### src/rtl/decode_stage.sv
// Decode stage: IF/ID register, 15-entry register file (R15 reads as PC+8),
// register read with write-through, immediate extension, ID/EX register.
// Latency: InstrF at edge n -> InstrD after edge n -> E outputs after edge n+1.
// Backpressure: StallD holds IF/ID and sends a bubble into ID/EX. FlushD
// squashes IF/ID. FlushE squashes ID/EX. RST overrides every other control.
// Ports: CLK/RST; fetch inputs InstrF/PCF/R15F; hazard controls StallD/FlushD/FlushE;
//   write-back RegWriteW/WA3W/WD3W; IF/ID view ValidD/InstrD; ID/EX outputs
//   ValidE, RD1E/RD2E, ExtImmE, RA1E/RA2E, WA3E, CondE, OpE, FunctE, PCE.
module decode_stage #(
  parameter int DW    = 32,
  parameter int NREGS = 15
) (
  input  logic          CLK,
  input  logic          RST,
  input  logic [31:0]   InstrF,
  input  logic [31:0]   PCF,
  input  logic [31:0]   R15F,
  input  logic          StallD,
  input  logic          FlushD,
  input  logic          FlushE,
  input  logic          RegWriteW,
  input  logic [3:0]    WA3W,
  input  logic [DW-1:0] WD3W,
  output logic          ValidD,
  output logic [31:0]   InstrD,
  output logic          ValidE,
  output logic [DW-1:0] RD1E,
  output logic [DW-1:0] RD2E,
  output logic [31:0]   ExtImmE,
  output logic [3:0]    RA1E,
  output logic [3:0]    RA2E,
  output logic [3:0]    WA3E,
  output logic [3:0]    CondE,
  output logic [1:0]    OpE,
  output logic [5:0]    FunctE,
  output logic [31:0]   PCE
);

  // IF/ID fields not exported as ports
  logic [31:0]   id_pc;
  logic [DW-1:0] id_r15;

  logic [DW-1:0] regs [NREGS];

  // Decode results (combinational on InstrD)
  logic [1:0]    op;
  logic [3:0]    ra1;
  logic [3:0]    ra2;
  logic [31:0]   ext_imm;
  logic [DW-1:0] rd1;
  logic [DW-1:0] rd2;
  logic          wr_en;

  // R15 is not stored; a write-back to it belongs to the fetch path.
  assign wr_en = RegWriteW && (WA3W != 4'd15);

  always_comb begin
    op  = InstrD[27:26];
    ra1 = (op == 2'b10) ? 4'd15 : InstrD[19:16];
    ra2 = (op == 2'b01) ? InstrD[15:12] : InstrD[3:0];

    ext_imm = '0;
    case (op)
      2'b00:   ext_imm = {24'b0, InstrD[7:0]};
      2'b01:   ext_imm = {20'b0, InstrD[11:0]};
      2'b10:   ext_imm = {{6{InstrD[23]}}, InstrD[23:0], 2'b00};
      default: ext_imm = '0;
    endcase

    // Write-through so an instruction in D sees the value WB writes this cycle.
    rd1 = '0;
    if (ra1 == 4'd15)                   rd1 = id_r15;
    else if (wr_en && (WA3W == ra1))    rd1 = WD3W;
    else                                rd1 = regs[ra1];

    rd2 = '0;
    if (ra2 == 4'd15)                   rd2 = id_r15;
    else if (wr_en && (WA3W == ra2))    rd2 = WD3W;
    else                                rd2 = regs[ra2];
  end

  // IF/ID register
  always_ff @(posedge CLK) begin
    if (RST || FlushD) begin
      ValidD <= 1'b0;
      InstrD <= '0;
      id_pc  <= '0;
      id_r15 <= '0;
    end else if (!StallD) begin
      ValidD <= 1'b1;
      InstrD <= InstrF;
      id_pc  <= PCF;
      id_r15 <= R15F;
    end
  end

  // ID/EX register; a stall in D leaves E empty rather than duplicating the op.
  always_ff @(posedge CLK) begin
    if (RST || FlushE || StallD) begin
      ValidE  <= 1'b0;
      RD1E    <= '0;
      RD2E    <= '0;
      ExtImmE <= '0;
      RA1E    <= '0;
      RA2E    <= '0;
      WA3E    <= '0;
      CondE   <= '0;
      OpE     <= '0;
      FunctE  <= '0;
      PCE     <= '0;
    end else begin
      ValidE  <= ValidD;
      RD1E    <= rd1;
      RD2E    <= rd2;
      ExtImmE <= ext_imm;
      RA1E    <= ra1;
      RA2E    <= ra2;
      WA3E    <= InstrD[15:12];
      CondE   <= InstrD[31:28];
      OpE     <= op;
      FunctE  <= InstrD[25:20];
      PCE     <= id_pc;
    end
  end

  // Register file; a write coinciding with RST is discarded.
  always_ff @(posedge CLK) begin
    if (RST) begin
      for (int i = 0; i < NREGS; i++) regs[i] <= '0;
    end else if (wr_en) begin
      regs[WA3W] <= WD3W;
    end
  end

endmodule
### config.mk
export PLATFORM = sky130hd
export DESIGN_NAME = decode_stage
export DESIGN_NICKNAME = d
export VERILOG_FILES = /design/src/rtl/decode_stage.sv
export SDC_FILE = /design/constraint.sdc
export NUM_CORES = 2
export LEC_CHECK = 0
export CORE_UTILIZATION = 50
export DETAILED_ROUTE_END_ITERATION = 6
export GPL_ROUTABILITY_DRIVEN = 0
export PLACE_DENSITY_LB_ADDON = 0.1
export SKIP_CTS_REPAIR_TIMING = 1
export SLEW_MARGIN = 20
export SYNTH_ARGS = -nofsm -noshare
export SYNTH_HDL_FRONTEND = slang
export SYNTH_SLANG_ARGS = --single-unit
### constraint.sdc
create_clock -name CLK -period 3 [get_ports CLK]
set_input_delay 0.6 -clock CLK [delete_from_list [all_inputs] [get_ports CLK]]
set_output_delay 0.6 -clock CLK [all_outputs]
set_load 0.01 [all_outputs]
# Word level (Yosys, flattened, before mapping)
# Memories as Yosys holds them, arrays and structs flattened.
# Cells that the tools add are included.
# word_totals
register_bits	250
latchBits	0
ramBits	480
rom_bits	0
in_bits	138
out_inout_bits	186
wordCells	46
mem_count	1
# op_classes
add_sub_neg	0
n_mul	0
div_mod_pow	0
n_lt_le_gt_ge	0
n_eq_ne	7
n_shift	0
n_mux	15
bitwise	0
n_reduce_logical	8
# memory_table
memory	words	width	rd	rd_ports_with_merged_regs	wr	line_no	rtl
regs	15	32	2	0	15	43	logic [DW-1:0] regs [NREGS];
# ops
operator	count
$mux 32	5
$pmux 32 s3	1
$reduce_or 32->1	1
$mux 4	3
$eq 4x4->1	2
$eq 4x4->1 const B	2
$mux 1	6
$ne 4x4->1 const B	1
$logic_and 1x1->1	3
$logic_or 1x1->1	3
$eq 2x1->1 const B	1
$eq 2x2->1 const B	1
$logic_not 2->1	1

# Longest topological paths before layout
# depth
word_depth	7
depth_mapped	11
depth_no_buf	6

# Worst setup path after synthesis
# No wires, ideal clock.
# synth_path
path_type	input -> register
start	input port RST
end	memory regs[0][0] (enable)
setup_time_ps	375
arrival_ps	2108
required_ps	2625
slack_ps	518
path_stages	5
n_path_buf	1
path_cell_list	clkbuf_1 nand2b_1 or3_1 nor3_1 or2_2
# synth_lines
element	line_no	rtl
start, declared	14	input logic RST,
end, declared	43	

# Final worst setup path
# layout_path
start	register InstrD[26]
end	register RD2E[15]
# layout_via
elab_chain_len	6
elab_cells_between_ends	8
classes_between	eq/ne: 3; mux: 3; reduce/logical: 1; memory: 1
# layout_rtl
element	line_no	rtl
start, declared	25	output logic [31:0] InstrD,
start signal, assigned	91	InstrD <= InstrF;
$eq 2x1->1 *	60	ra2 = (op == 2'b01) ? InstrD[15:12] : InstrD[3:0];
$mux 4 *	60	
branches (longest 3 deep; another with $mem_v2 15x32)	--	
$mux 32 *	77	if (ra2 == 4'd15) rd2 = id_r15;
end signal, assigned	114	RD2E <= rd2;
end, declared	28	output logic [DW-1:0] RD2E,
# Mark *: on every way between the ends.
# A chain may end at the register's enable or synchronous reset.

==> reports/metrics.cfg <==
[routing]
ant_nets = 0
drt_iter0_markers = 4578
vias_per_cell = 6.32
drcViolationCount = 0
dr.pass1.iters = 6
drt-wirelength-per-cell_um = 28.7
vias = 32800
drt_wl_total_um = 149000

[floorplanning]
initial_core_util_pct = 50.5
rows = 101
core-area_mm2 = 0.0759
pin_count = 324
die_h_um = 279
chipWidth_um = 279
die-area_mm2 = 0.0779

[yosys]
yosysUniqueCellTypes = 59
yosysWarnings = 0
async_flop_share_pct = 0
synthXorXnorAreaFrac_pct = 0.0913
ys_ff_latch = 756
syn_area_mm2 = 0.0384
synthMuxAreaShare_pct = 6.43
yosysTopAreaCell = edfxtp_1
synth_compound_area_share_pct = 14.8
synth_fa_ha_area_share_pct = 0
synth_top_area_share_pct = 40.1
synth_edf_count = 512
yosys.area_share.simple_pct = 21.6
synthCells = 3812
ys_top_cells_by_area = edfxtp_1 (40%), dfxtp_1 (13%), and2_1 (9.3%), mux2i_1 (4.4%), nand2_1 (4.1%)
synth_flop_cell = edfxtp_1
yosysSeqAreaShare_pct = 52.8
synth_top_family_by_area = simple AND/OR/NAND/NOR gates
syn_avg_cell_area_um2 = 10.1

[timing]
relSlewSlack_pct = 24.9
rsz0062_at_grt = no
setup_tns_ps = 0
max_freq_mhz = 338
skew_ps = 16.9
setup_ws_ps = 39.2
setup_violations = 0
worst_pin_slew_ps = 1120
final.min_clock_period_ps = 2960
slew_violations = 0
hold_viol = 0
fin_crit_sh_pct = 98.7

[setup_path]
crit_path_max_incr_delay_ps = 860
crit_family = simple AND/OR/NAND/NOR gates
crit_fanout = 12
crit_chain = buf_4, and3b_1, a21oi_4, nor2_2, buf_4, a32oi_1, a211oi_1, o21ai_1
slowest_stage = nor2_2
endpoint_kind = flip-flop
cp.buffers_inverters = 2
start_kind = flip-flop
crit_required_ps = 3510
crit_type = flip-flop to flip-flop
crit_top_cell = buf_4
worstPathArrival_ps = 3470

[run_status]
outcome = completed

[placed_design]
portBuffers = 323
dpl_worst_slack_ps = 36.7
hpwl_um = 96500

[power_and_ir_drop]
p_comb_share_pct = 11.0
p_clk_share_pct = 40.8
ir_worst_vdd_v = 0.000416
pwr-share-seq_pct = 48.2
switching_share_pct = 25.5
internal_power_mw = 18.5
leakagePower_nw = 17.0
power_density_mw_per_mm2 = 533
p_switching_mw = 6.36

[grt]
grt_pass1_wl_um = 212000
grt_pass1_vias = 30900
grt_overflow = 0
grt_start_max_net_pins = 165
grt_usage_pct = 37.4
antenna_found_initial = 9

[clock_network]
path_clk_slew_ps = 60
clock_path_buffers = 3
cts_tree = yes
root_buffer = clkbuf_16
clock_latency_ps = 640
cts_sinks = 756
htree_levels = 3
cts_made_buffers = 83

[final_layout]
layout-drive-gt1-share_pct = 10.4
nNetsFinal = 4225
area_growth_pct = 21.7
fill_cells = 6271

[worst_hold_path]
min_path_type = input pin to flip-flop

[job]
drv_cap = 0

power by group through the flow:
stage | clock network [mW] | logic [mW] | registers (mW)
2_1_floorplan | 0 | 1.40 | 12.1
3_3_place_gp | 0 | 2.62 | 12.2
3_5_place_dp | 0 | 2.64 | 12.2
4_1_cts | 10.2 | 2.66 | 12.0
5_1_grt | 10.6 | 2.86 | 12.0
6_report | 10.2 | 2.73 | 12.0
worst min-delay path, delay by kind of cell:
kind	cells	cell delay (ps)
buf+inv	1	170
mux	1	150
simple gates	1	70
cells by family after synthesis:
family          after synthesis
buf+inv                     407
simple gates               1572
other cells                   1
compound gates              868
xor+xnor                      4
flops                       756
mux                         204
synthesized netlist by cell type (5+ instances only):
| cell type | n |
|---|---|
| or3_1 | 5 |
| a21oi_1 | 263 |
| buf_2 | 55 |
| buf_4 | 11 |
| nor2b_1 | 38 |
| a2111oi_0 | 11 |
| o21ai_0 | 77 |
| mux2i_1 | 168 |
| nand2_1 | 416 |
| dfxtp_1 | 244 |
| o22ai_1 | 65 |
| a22oi_1 | 17 |
| mux4_2 | 32 |
| or2_2 | 17 |
| edfxtp_1 | 512 |
| inv_1 | 34 |
| and2_1 | 573 |
| clkbuf_1 | 284 |
| a31oi_1 | 32 |
| nand4_1 | 22 |
| nand2b_1 | 176 |
| and3_1 | 32 |
| nor2_1 | 174 |
| o2bb2ai_1 | 11 |
| nand3b_1 | 8 |
| o21ai_1 | 52 |
| a311oi_1 | 31 |
| a32oi_1 | 31 |
| a2bb2oi_1 | 31 |
| a221oi_1 | 28 |
| a211oi_1 | 65 |
| nor3_1 | 92 |
| o221ai_1 | 63 |
| nand3_1 | 7 |
| buf_1 | 21 |
| o211ai_1 | 83 |
layer usage:
| layer | global-route usage, % | part of all wire, % | up-vias |
|---|---|---|---|
| met5 | 0 | 0.080 | - |
| met4 | 18.9 | 5.6 | 12 |
| met3 | 9.71 | 12 | 524 |
| met2 | 57.7 | 45 | 2145 |
| met1 | 48.6 | 38 | 15900 |
| li1 | - | - | 14200 |
cell usage in the layout, fill, tap and decap left out, types with 16 or more instances in the layout:
cell type	n
nor3_1	87
a221oi_1	28
clkdlybuf4s50_1	322
nand2_1	415
buf_12	52
nand2b_1	174
a21oi_1	262
a311oi_1	31
mux4_2	32
nand4_1	22
and2_1	573
dfxtp_1	240
a211oi_1	65
o21ai_0	76
nor2b_1	36
o211ai_1	83
a31oi_1	32
a2bb2oi_1	31
a22oi_1	17
o21ai_1	51
mux2i_1	166
clkbuf_1	21
a32oi_1	31
edfxtp_1	512
o22ai_1	65
buf_4	157
o221ai_1	63
or2_2	16
nor2_1	158
clkbuf_16	88
conb_1	32
inv_1	33
and3_1	32
registers in the layout (all words and copies together), names as in the netlist:
signal   cells
CondE        4
ExtImmE     26
FunctE       6
InstrD      32
OpE          2
PCE         32
RA1E         4
RA2E         4
RD1E        32
RD2E        32
ValidD       1
ValidE       1
WA3E         4
id_pc       32
id_r15      32
regs       512
cell type report:
class                      instances  area (um^2)  share of cell area [%]
antenna                            3         7.51                  0.0161
clock buffer                     119         2400                    5.15
clock inverter                    34          270                   0.579
inverter                          34          128                   0.273
multi-input combinational       2680        16900                    36.1
sequential                       756        20300                    43.4
tap                             1030         1290                    2.76
timing repair buffer             532         5450                    11.7
per-stage QoR:
stage               instances  util, %  hold WS, ps  cell area [um^2]  power (mW)
detailed placement       5030     57.9          439             44000        14.8
global placement         5030     57.9          432             44000        14.8
global route             5185     61.5          400             46700        25.5
finish                   5188     61.5          407             46700        24.9
floorplan                3843        -          430             38500        13.5
CTS                      5183     61.4          397             46700        24.9
path summary, 6_finish.rpt:
check,startpoint,endpoint,slack [ps],depth (start not counted)
min reg2reg,id_pc[18]$_SDFFE_PP0N_,PCE[18]$_SDFF_PP0_,450,1
max reg2reg,InstrD[26]$_SDFFE_PP0N_,RD2E[15]$_SDFF_PP0_,40,8
max,InstrD[26]$_SDFFE_PP0N_,RD2E[15]$_SDFF_PP0_,40,8
min,StallD,id_r15[11]$_SDFFE_PP0N_,410,3
(Power assumes the default switching activity.)
